## config.mk

```make
export PLATFORM = sky130hd
export DESIGN_NAME = mem_wb_stage_buf
export DESIGN_NICKNAME = d
export VERILOG_FILES = /design/src/rtl/mem_wb_stage_buf.sv
export SDC_FILE = /design/constraint.sdc
export NUM_CORES = 1
export LEC_CHECK = 0
export BUFFER_PORTS_ARGS = -buffer_cell sky130_fd_sc_hd__buf_2
export CORE_ASPECT_RATIO = 1.2
export CORE_MARGIN = 2
export CORE_UTILIZATION = 59
export CTS_BUF_LIST = sky130_fd_sc_hd__clkbuf_4 sky130_fd_sc_hd__clkbuf_8
export DETAILED_ROUTE_END_ITERATION = 10
export HOLD_SLACK_MARGIN = 0.03
export PLACE_DENSITY = 0.87
export SYNTH_ARGS = -nofsm -noshare
export SYNTH_HDL_FRONTEND = slang
export SYNTH_SLANG_ARGS = --single-unit
```

## constraint.sdc

```tcl
create_clock -name clk_i -period 2.6 [get_ports clk_i]
set_clock_uncertainty 0.1 [all_clocks]
set_input_delay 0.39 -clock clk_i [delete_from_list [all_inputs] [get_ports clk_i]]
set_output_delay 0.39 -clock clk_i [all_outputs]
set_load 0.01 [all_outputs]
```

## src/rtl/mem_wb_stage_buf.sv

```systemverilog
// mem_wb_stage_buf: MEM->WB pipeline stage with valid/ready handshake, 2-entry skid buffer, flush and retire counter
module mem_wb_stage_buf #(
  parameter int DATA_W = 32,
  parameter int ADDR_W = 5,
  parameter int CNT_W  = 16
) (
  input  logic              clk_i,
  input  logic              rst_i,
  input  logic              flush_i,
  input  logic              in_valid_i,
  output logic              in_ready_o,
  input  logic [1:0]        WB_i,
  input  logic [DATA_W-1:0] ReadData_i,
  input  logic [DATA_W-1:0] MUX3_i,
  input  logic [ADDR_W-1:0] addr_i,
  output logic              out_valid_o,
  input  logic              out_ready_i,
  output logic              WB_o_1,
  output logic              WB_o_2,
  output logic [DATA_W-1:0] ReadData_o,
  output logic [DATA_W-1:0] MUX3_o,
  output logic [ADDR_W-1:0] addr_o,
  output logic [DATA_W-1:0] wb_data_o,
  output logic [CNT_W-1:0]  retire_cnt_o
);
  localparam int P_W = 2 + 2 * DATA_W + ADDR_W;
  logic           h_v, s_v, accept, drain;
  logic [P_W-1:0] h_p, s_p, in_p;
  logic [1:0]     h_wb;
  assign in_p        = {WB_i, ReadData_i, MUX3_i, addr_i};
  assign in_ready_o  = !s_v;
  assign out_valid_o = h_v;
  assign accept      = in_valid_i & in_ready_o;
  assign drain       = h_v & out_ready_i;
  assign {h_wb, ReadData_o, MUX3_o, addr_o} = h_p;
  assign WB_o_1      = h_v & h_wb[1];
  assign WB_o_2      = h_v & h_wb[0];
  assign wb_data_o   = WB_o_2 ? ReadData_o : MUX3_o;
  // Payload registers only load on capture so a bubble keeps the last head payload visible.
  always_ff @(posedge clk_i) begin
    if (rst_i) begin
      h_v          <= 1'b0;
      s_v          <= 1'b0;
      h_p          <= '0;
      s_p          <= '0;
      retire_cnt_o <= '0;
    end else begin
      if (drain && h_wb[1]) retire_cnt_o <= retire_cnt_o + 1'b1;
      if (flush_i) begin
        h_v <= 1'b0;
        s_v <= 1'b0;
      end else if (drain && s_v) begin
        h_p <= s_p;
        s_v <= accept;
        if (accept) s_p <= in_p;
      end else if (drain || !h_v) begin
        h_v <= accept;
        if (accept) h_p <= in_p;
      end else if (accept) begin
        s_v <= 1'b1;
        s_p <= in_p;
      end
    end
  end
endmodule

```

Yosys cells after proc, flatten, opt, wreduce, memory -nomap -nowiden
Index checks and enable logic that the tools add are counted.
Storage, ports and cells
  bits in latches: 0
  memories: 0
  RAM bits: 0
  bits in read-only memories: 0
  bits of input ports: 76
  output and inout port bits: 121
  register bits after elaboration: 160
Operators by class
  shifts and indexed selects: 0
  multiply operators: 0
  order comparisons: 0
  reductions and logical operators: 12
  div/mod/pow operators: 0
  bitwise gates (word level): 6
  eq/ne operators: 1
  add/subtract/negate cells: 1
  muxes and demuxes: 10
Operator list (count)
  $mux W71: 6
  $mux W32: 1
  $add A16 B1 Y16 const B: 1
  $reduce_and A2 Y1: 3
  $and A1 B1 Y1: 4
  $reduce_bool A2 Y1: 2
  $mux W1: 3
  $reduce_and A3 Y1: 1
  $logic_and A1 B1 Y1: 2
  $logic_not A1 Y1: 2
  $ne A2 B2 Y1 const B: 1
  $not A1 Y1: 2
  $reduce_or A2 Y1: 1
  $logic_or A1 B1 Y1: 1

Logic depth before layout (Yosys ltp)
Gate-level depths: netlist of the first run.
  word-level depth: 5
  depth in mapped cells: 7
  depth with buffers taken out: 5

Worst setup path before layout of the first run
Ideal clock, no wire load.
  kind: flip-flop to output port
  from: register h_v, in the netlist out_valid_o
  to: output wb_data_o[10]
  stages on the path, launching flop included: 5
  required time: 2110 ps
  slack: 675 ps
  arrival time: 1435 ps
  cell sequence: dfxtp_1 buf_2 nand2_1 buf_1 mux2_2
On the way
  word-level cells in the longest chain between the ends: 2
RTL lines
  start, declared: line 27  | logic h_v, s_v, accept, drain;
  start signal, assigned: line 57  | h_v <= accept;
  $and A1 B1 Y1: line 37  | assign WB_o_2 = h_v & h_wb[0];
  $mux W32: line 38  | assign wb_data_o = WB_o_2 ? ReadData_o : MUX3_o;
  end, declared: line 23  | output logic [DATA_W-1:0] wb_data_o,
No other way between the ends.

Final worst setup path of the first run
  from: register h_v, in the netlist out_valid_o
  to: output wb_data_o[18]
Same word-level chain as after synthesis.

==> out/qor.txt, run 1 <==
nets in the synthesized netlist -> 912
period utilization -> 0.950
initial antenna violation count -> 0
gate count after technology mapping -> 835
Skew-Pair Late Insertion Delay -> 430 ps
hold slack final -> 102 ps
library cells used by synthesis -> 31
Ys Warns -> 0
top cells by area in the synthesized netlist -> sky130_fd_sc_hd__dfxtp_1 (44%), sky130_fd_sc_hd__mux2i_1 (9.8%), sky130_fd_sc_hd__nand2_1 (7.8%)
Max rail drop VDD -> 500 µV
cts hold-fix bufs -> 0
worst path setup slack after routing -> 130 ps
most common library cell in the layout ignoring fill and taps -> sky130_fd_sc_hd__buf_2
Die Y -> 125 µm
number of slew-limit violations in the final report -> 0
sequential cell area fraction in the yosys report -> 0.442
hold violation total from the final report -> 0
met1 track demand over resource in global routing -> 0.302
number of iterations in the first detailed-routing pass -> 4
area after detailed placement -> 7840 µm²
Max-Slew Margin vs Limit -> 0.574
post-placement setup slack -> 606 ps
post-route standard cell area excluding fillers -> 8250 µm²
power per cell area -> 613 nW/µm²
CTS Buffer Depth -> 2
netlist area before placement -> 7250 µm²
TritonCTS buffer count -> 17
Fill cells -> 960
Vias/cell -> 5.43
worst hold path class -> in2reg
syn_area_per_cell -> 8.68 µm²
final std cells w/o fill -> 1100
clock period minus worst slack -> 2470 ps
DR iter-0 viols -> 314
leakage power -> 3.88 nW
# nets final -> 1007
capture point of the worst reg-to-reg path -> h_p[61]
met2 usage -> 0.410
end point of the critical path -> wb_data_o[18]
num rows -> 44
antenna-violating nets left -> 0
startpoint type of the worst setup path -> flop
post-CTS sizing -> 0
CP required -> 2110 ps
final RePlAce weighted congestion -> 0.836
aggregate global-route resource usage -> 0.242
number of setup violations in the final report -> 0
number of cells on the worst reg-to-reg path -> 5
Post-synth ARST share -> 0
launching point of the worst reg2reg path -> out_valid_o
sum of overflow across all layers after global routing -> 0
unrepaired setup endpoints after global routing -> no
flop2flop setup slack -> 560 ps
placed cell count -> 1072
Worst Setup End Kind -> primary output
clk slew on worst S/H paths -> 80 ps
maximum number of pins on one net before global-route repair -> 73
effective utilization at floorplan -> 0.601
top-level port count -> 197
die extent in x -> 105 µm
Post CTS Setup Buffer Count -> 0
fmax -> 0.405 GHz
Layout area overhead -> 13.8%
Yosys reg bits -> 160
HPWL after detailed placement -> 10800 µm
count of H-tree levels built during CTS -> 4
cell accounting for the most synthesized area -> sky130_fd_sc_hd__dfxtp_1
peak fanout along the critical path -> 29
routed length per placed instance -> 14.8 µm
total length of routed wires -> 16200 µm
floorplan core area -> 12100 µm²
Die Area -> 13200 µm²
global-route track usage on met3 -> 0.0516
Primary FF master, synth -> sky130_fd_sc_hd__dfxtp_1
wire length of the first global-routing pass -> 26200 µm
share of the synthesized area in the top cell type -> 0.442
clock sink count -> 160
layout cell share with drive strength beyond 1 -> 0.292
Root Buffer -> sky130_fd_sc_hd__clkbuf_8
CTS tree -> done
via count -> 5975
post-route DRC violation count -> 0
Most Used Layer, Global Route -> met2
total of buffers placed on input and output ports -> 196
via count of the first global-routing pass -> 5496
CP Launch Point -> out_valid_o
status -> finished clean
total of max-cap violations -> 0
Worst Max-Slew Pin Slew -> 638 ps
total negative slack for setup checks -> 0 ps
Crit path arrival time -> 1980 ps
number of enable-type register cells in the synthesized netlist -> 0
leading cell types in the layout, fill and taps excluded -> sky130_fd_sc_hd__buf_2 (195), sky130_fd_sc_hd__dfxtp_1 (160), sky130_fd_sc_hd__nand2_1 (149), sky130_fd_sc_hd__nor2_1 (89), sky130_fd_sc_hd__a21oi_1 (76)
critical path class -> reg2out
==> cells by family (layout without fill, tap and decap cells) <==
kind of cell,Yosys count,count (layout),share of synthesized area
AO/OA/AOI/OAI,152,152,0.132
adder cells (fa/ha/maj),1,1,0.00173
flip-flops,160,160,0.442
buffers and inverters,135,238,0.111
AND/OR/NAND/NOR,272,272,0.151
multiplexers,105,105,0.151
other,0,1,0
XOR/XNOR,10,10,0.0121
==> worst max-delay path, stage by stage, from the launching register on <==
cell                      delay (ps)
sky130_fd_sc_hd__dfxtp_1         640
sky130_fd_sc_hd__nand2_2         230
sky130_fd_sc_hd__buf_12          240
sky130_fd_sc_hd__mux2_2          290
sky130_fd_sc_hd__buf_2           140
==> how the worst min path moves through the flow <==
stage                         from      end  slack (ps)  cells after the start
floorplan                   s_p[0]   s_p[0]         340                      2
global placement           s_p[58]  s_p[58]         340                      2
detailed placement         s_p[31]  s_p[31]         350                      2
CTS                 ReadData_i[10]  s_p[47]          70                      3
global route            MUX3_i[12]  s_p[17]          70                      3
finish                   addr_i[1]   s_p[1]         100                      3
==> layout make-up <==
cell class                 count  area [µm²]  area share
antenna                        1        2.50    0.000303
clock buffer                  20         263      0.0319
clock inverter                 7         139      0.0168
inverter                       4        15.0     0.00182
multi-input combinational    540        3270       0.396
sequential                   160        3200       0.388
tap                          161         201      0.0244
timing repair buffer         207        1150       0.140
==> state kept, by name, summed over array words and instances (netlist names) <==
| name | flops |
|---|---|
| h_p | 71 |
| s_p | 71 |
| retire_cnt_o | 16 |
| out_valid_o | 1 |
| s_v | 1 |
==> cells in the mapped netlist, drive strengths merged, types with 5 or more instances <==
cell type  count
a211oi        72
buf           98
a21oi         76
clkbuf        33
nor2          89
mux2          34
nor3           5
nand4          9
nand3          6
nand2        150
xnor2          7
mux2i         71
dfxtp        160
==> metal layers <==
layer | part of all wire | routed length, µm | vias up
li1 | - | - | 2968
met5 | 0 | 0 | -
met3 | 0.052 | 838 | 20
met2 | 0.50 | 8120 | 170
met4 | 0.015 | 239 | 0
met1 | 0.43 | 7050 | 2817
==> stage by stage <==
stage	util	total power [mW]
3_5_place_dp	0.650	3.22
5_1_grt	0.684	5.25
2_1_floorplan	-	3.07
6_report	0.684	5.05
3_3_place_gp	0.650	3.20
4_1_cts	0.684	5.09
==> power by group <==
| part | switching [mW] | total (mW) | internal (mW) |
|---|---|---|---|
| Clock | 0.825 | 1.89 | 1.07 |
| Sequential | 0.0761 | 2.62 | 2.54 |
| Combinational | 0.304 | 0.548 | 0.243 |
| Total | 1.21 | 5.05 | 3.85 |
No activity file was read; power rests on OpenSTA's default activity.
==> run 2, diff against run 1 <==
--- a/config.mk
+++ b/config.mk
@@ -8,11 +8,9 @@
 export BUFFER_PORTS_ARGS = -buffer_cell sky130_fd_sc_hd__buf_2
 export CORE_ASPECT_RATIO = 1.2
 export CORE_MARGIN = 2
-export CORE_UTILIZATION = 59
-export CTS_BUF_LIST = sky130_fd_sc_hd__clkbuf_4 sky130_fd_sc_hd__clkbuf_8
+export CORE_UTILIZATION = 57
 export DETAILED_ROUTE_END_ITERATION = 10
-export HOLD_SLACK_MARGIN = 0.03
-export PLACE_DENSITY = 0.87
+export PLACE_DENSITY = 0.85
 export SYNTH_ARGS = -nofsm -noshare
 export SYNTH_HDL_FRONTEND = slang
 export SYNTH_SLANG_ARGS = --single-unit
==> out/qor.txt, run 2 (synthesis results as in run 1) <==
status -> finished clean
layout cell share with drive strength beyond 1 -> 0.290
Root Buffer -> sky130_fd_sc_hd__clkbuf_16
# nets final -> 1007
largest registers -> h_p: 71 flops, s_p: 71 flops, retire_cnt_o: 16 flops
utilization of the core after routing -> 0.676
Worst Max-Slew Pin Slew -> 542 ps
clock sink count -> 160
critical path class -> reg2out
via count -> 6039
Skew-Pair Late Insertion Delay -> 420 ps
peak fanout along the critical path -> 29
floorplan core area -> 12600 µm²
aggregate global-route resource usage -> 0.241
clk slew on worst S/H paths -> 60 ps
Max rail drop VDD -> 415 µV
total of max-cap violations -> 0
num rows -> 45
Post CTS Setup Buffer Count -> 0
final RePlAce weighted congestion -> 0.837
Crit path arrival time -> 1990 ps
startpoint type of the worst setup path -> flop
unrepaired setup endpoints after global routing -> no
via count of the first global-routing pass -> 5655
CTS Buffer Depth -> 2
number of slew-limit violations in the final report -> 0
maximum number of pins on one net before global-route repair -> 82
die extent in x -> 107 µm
CP required -> 2110 ps
count of H-tree levels built during CTS -> 4
wire length of the first global-routing pass -> 26400 µm
post-route standard cell area excluding fillers -> 8480 µm²
cell-by-cell listing of the critical path -> nand2_2 -> buf_12 -> mux2_2 -> buf_2
initial antenna violation count -> 1
critical path's largest stage delay -> 660 ps
number of iterations in the first detailed-routing pass -> 4
Vias/cell -> 5.46
number of setup violations in the final report -> 0
leakage power -> 3.98 nW
TritonCTS buffer count -> 17
Max-Slew Margin vs Limit -> 0.638
total length of routed wires -> 16300 µm
fmax -> 0.404 GHz
Worst Setup End Kind -> primary output
CTS tree -> done
antenna-violating nets left -> 0
total negative slack for setup checks -> 0 ps
Die Y -> 128 µm
DR iter-0 viols -> 306
hold violation total from the final report -> 0
sum of overflow across all layers after global routing -> 0
clock period minus worst slack -> 2480 ps
most common library cell in the layout ignoring fill and taps -> sky130_fd_sc_hd__buf_2
post-CTS sizing -> 0
flop2flop setup slack -> 480 ps
HPWL after detailed placement -> 10700 µm
effective utilization at floorplan -> 0.577
cts hold-fix bufs -> 0
Die Area -> 13600 µm²
worst hold path class -> in2reg
area after detailed placement -> 7870 µm²
period utilization -> 0.953
Layout area overhead -> 17.1%
post-route DRC violation count -> 0
critical-path cell with the highest stage delay -> sky130_fd_sc_hd__dfxtp_1
routed length per placed instance -> 14.7 µm
power per cell area -> 674 nW/µm²
total of buffers placed on input and output ports -> 196
post-layout power -> 5.72 mW
top-level port count -> 197
leading cell types in the layout, fill and taps excluded -> sky130_fd_sc_hd__buf_2 (195), sky130_fd_sc_hd__dfxtp_1 (160), sky130_fd_sc_hd__nand2_1 (149), sky130_fd_sc_hd__nor2_1 (89), sky130_fd_sc_hd__a21oi_1 (76)
hold slack final -> 116 ps
run 2: final timing paths:
path | depth (start not counted) | endpoint | start
worst max register to register | 5 | h_p[3] | out_valid_o
worst min-delay path | 3 | s_p[20] | MUX3_i[15]
worst max-delay path | 4 | wb_data_o[23] | out_valid_o
worst min register to register | 2 | s_p[35] | s_p[35]
run 2: critical path, delay by kind of cell (launching register included):
| family | cells | cell delay (ps) |
|---|---|---|
| mux | 1 | 290 |
| flops | 1 | 660 |
| buf+inv | 2 | 380 |
| simple gates | 1 | 230 |
run 2: power by group:
| part | internal, mW | leakage [nW] | total (mW) | switching (mW) |
|---|---|---|---|---|
| Clock | 1.63 | 0.294 | 2.55 | 0.917 |
| Combinational | 0.246 | 2.39 | 0.550 | 0.304 |
| Sequential | 2.54 | 1.30 | 2.62 | 0.0760 |
run 2: routing by layer:
layer | routed length [µm] | GRT usage
met5 | 0 | 0
met4 | 431 | 0.114
met3 | 828 | 0.0510
met2 | 8160 | 0.408
met1 | 6860 | 0.290
run 2: final cells by class:
type | count | area, µm²
Multi-Input combinational cell | 540 | 3270
Antenna cell | 1 | 2.50
Fill cell | 1004 | 4070
Clock buffer | 27 | 513
Tap cell | 164 | 205
Timing Repair Buffer | 207 | 1180
Sequential cell | 160 | 3200
Clock inverter | 4 | 97.6
Inverter | 4 | 15.0
run 2: stage by stage:
step	instances	worst slack [ps]
floorplan	835	675
global placement	1075	652
detailed placement	1075	523
CTS	1106	117
global route	1107	16.5
finish	1107	123
==> run 3, diff against run 2 <==
--- a/config.mk
+++ b/config.mk
@@ -7,7 +7,6 @@
 export LEC_CHECK = 0
 export BUFFER_PORTS_ARGS = -buffer_cell sky130_fd_sc_hd__buf_2
 export CORE_ASPECT_RATIO = 1.2
-export CORE_MARGIN = 2
 export CORE_UTILIZATION = 57
 export DETAILED_ROUTE_END_ITERATION = 10
 export PLACE_DENSITY = 0.85
==> out/qor.txt, run 3 (synthesis results as in run 1) <==
number of slew-limit violations in the final report -> 0
critical path's largest stage delay -> 640 ps
end point of the critical path -> wb_data_o[30]
Skew-Pair Late Insertion Delay -> 400 ps
total length of routed wires -> 16500 µm
gate family responsible for the most delay along the worst path -> flip-flops
top-level port count -> 197
TritonCTS buffer count -> 17
total negative slack for setup checks -> 0 ps
antenna-violating nets left -> 0
floorplan core area -> 12200 µm²
leading cell types in the layout, fill and taps excluded -> sky130_fd_sc_hd__buf_2 (195), sky130_fd_sc_hd__dfxtp_1 (160), sky130_fd_sc_hd__nand2_1 (149), sky130_fd_sc_hd__nor2_1 (89), sky130_fd_sc_hd__a21oi_1 (76)
die extent in x -> 105 µm
clk slew on worst S/H paths -> 60 ps
status -> finished clean
critical path class -> reg2out
Max rail drop VDD -> 419 µV
critical-path cell with the highest stage delay -> sky130_fd_sc_hd__dfxtp_1
cts hold-fix bufs -> 0
Die Area -> 13200 µm²
cell-by-cell listing of the critical path -> nand2_2 -> buf_12 -> mux2_2 -> buf_2
period utilization -> 0.930
total of max-cap violations -> 0
post-CTS sizing -> 0
Vias/cell -> 5.42
Die Y -> 126 µm
flop2flop setup slack -> 520 ps
CTS Buffer Depth -> 2
most common library cell in the layout ignoring fill and taps -> sky130_fd_sc_hd__buf_2
unrepaired setup endpoints after global routing -> no
launching point of the worst reg2reg path -> out_valid_o
Critical Path Stages -> 4
num rows -> 44
final RePlAce weighted congestion -> 0.871
aggregate global-route resource usage -> 0.254
fmax -> 0.413 GHz
CTS tree -> done
HPWL after detailed placement -> 11000 µm
Post CTS Setup Buffer Count -> 0
Crit path buffers/inverters -> 2
sum of overflow across all layers after global routing -> 0
leakage power -> 4.00 nW
Root Buffer -> sky130_fd_sc_hd__clkbuf_16
number of iterations in the first detailed-routing pass -> 5
post-layout power -> 5.60 mW
number of cells on the worst reg-to-reg path -> 4
total of buffers placed on input and output ports -> 196
via count of the first global-routing pass -> 5590
post-route DRC violation count -> 0
DR iter-0 viols -> 324
clock sink count -> 160
startpoint type of the worst setup path -> flop
effective utilization at floorplan -> 0.593
Worst Setup End Kind -> primary output
Crit path arrival time -> 1930 ps
count of H-tree levels built during CTS -> 4
Max-Slew Margin vs Limit -> 0.523
via count -> 6011
# nets final -> 1012
hold violation total from the final report -> 0
worst hold path class -> in2reg
clock period minus worst slack -> 2420 ps
layout cell share with drive strength beyond 1 -> 0.297
initial antenna violation count -> 1
CP required -> 2110 ps
routed length per placed instance -> 14.9 µm
largest registers -> h_p: 71 flops, s_p: 71 flops, retire_cnt_o: 16 flops
CP Launch Point -> out_valid_o
capture point of the worst reg-to-reg path -> h_p[59]
number of setup violations in the final report -> 0
wire length of the first global-routing pass -> 27000 µm
power per cell area -> 659 nW/µm²
Worst Max-Slew Pin Slew -> 716 ps
maximum number of pins on one net before global-route repair -> 66
Layout area overhead -> 17.3%
peak fanout along the critical path -> 29
==> run 3: cell count changes in the layout (fill, tap and decap cells not counted) <==
| cell | previous run | this run |
|---|---|---|
| sky130_fd_sc_hd__buf_4 | 3 | 7 |
| sky130_fd_sc_hd__clkbuf_8 | 5 | 1 |
| sky130_fd_sc_hd__bufinv_16 | 3 | 2 |
| sky130_fd_sc_hd__inv_6 | 0 | 2 |
| sky130_fd_sc_hd__clkinv_2 | 0 | 3 |
| sky130_fd_sc_hd__buf_12 | 9 | 10 |
| sky130_fd_sc_hd__clkinvlp_4 | 1 | 2 |
| sky130_fd_sc_hd__clkbuf_1 | 5 | 2 |
| sky130_fd_sc_hd__clkinv_4 | 0 | 3 |
==> run 3: area by class of cell <==
class / instances / area (µm²)
fillers: 1006 / 3720
multi-input cells: 540 / 3270
flip-flops and latches: 160 / 3200
repair buffers: 212 / 1230
clock buffers: 20 / 447
well taps: 161 / 201
clock inverters: 12 / 134
inverters: 4 / 15.0
diodes: 1 / 2.50
==> run 3: worst min path at each step <==
stage                           from      end  cells after the start
after global placement        s_p[1]   s_p[1]                      2
final                     MUX3_i[28]  s_p[33]                      3
after detailed placement     s_p[10]  s_p[10]                      2
after CTS                 MUX3_i[15]  s_p[20]                      3
after global routing      MUX3_i[15]  s_p[20]                      3
after floorplan               s_p[0]   s_p[0]                      2
==> run 3: per-stage QoR <==
stage	instances	hold slack [ps]	worst slack [ps]	area, µm²	util
finish	1110	128	181	8500	0.696
global route	1110	125	49.8	8500	0.696
detailed placement	1077	346	547	7920	0.648
CTS	1109	116	179	8500	0.695
global placement	1077	340	602	7920	0.648
floorplan	835	336	675	7250	-
==> run 3: layer usage <==
layer / track usage / vias up / routed length, µm
li1: - / 2988 / -
met1: 0.315 / 2813 / 7160
met2: 0.436 / 180 / 8240
met3: 0.0469 / 30 / 810
met4: 0.0953 / 0 / 318
met5: 0 / - / 0
==> run 3: worst reg2reg max path: cells and delay by family (launching register included) <==
family,cells,cell delay (ps)
AO/OA/AOI/OAI,1,240
buffers and inverters,1,390
flip-flops,1,640
multiplexers,1,150
AND/OR/NAND/NOR,1,480
==> run 3: power by group <==
group          internal [mW]  total (mW)  leakage [nW]  switching, mW
Clock                   1.45        2.43         0.281          0.987
Sequential              2.54        2.62          1.30         0.0764
Combinational          0.247       0.551          2.41          0.304
Total                   4.24        5.60          4.00           1.37
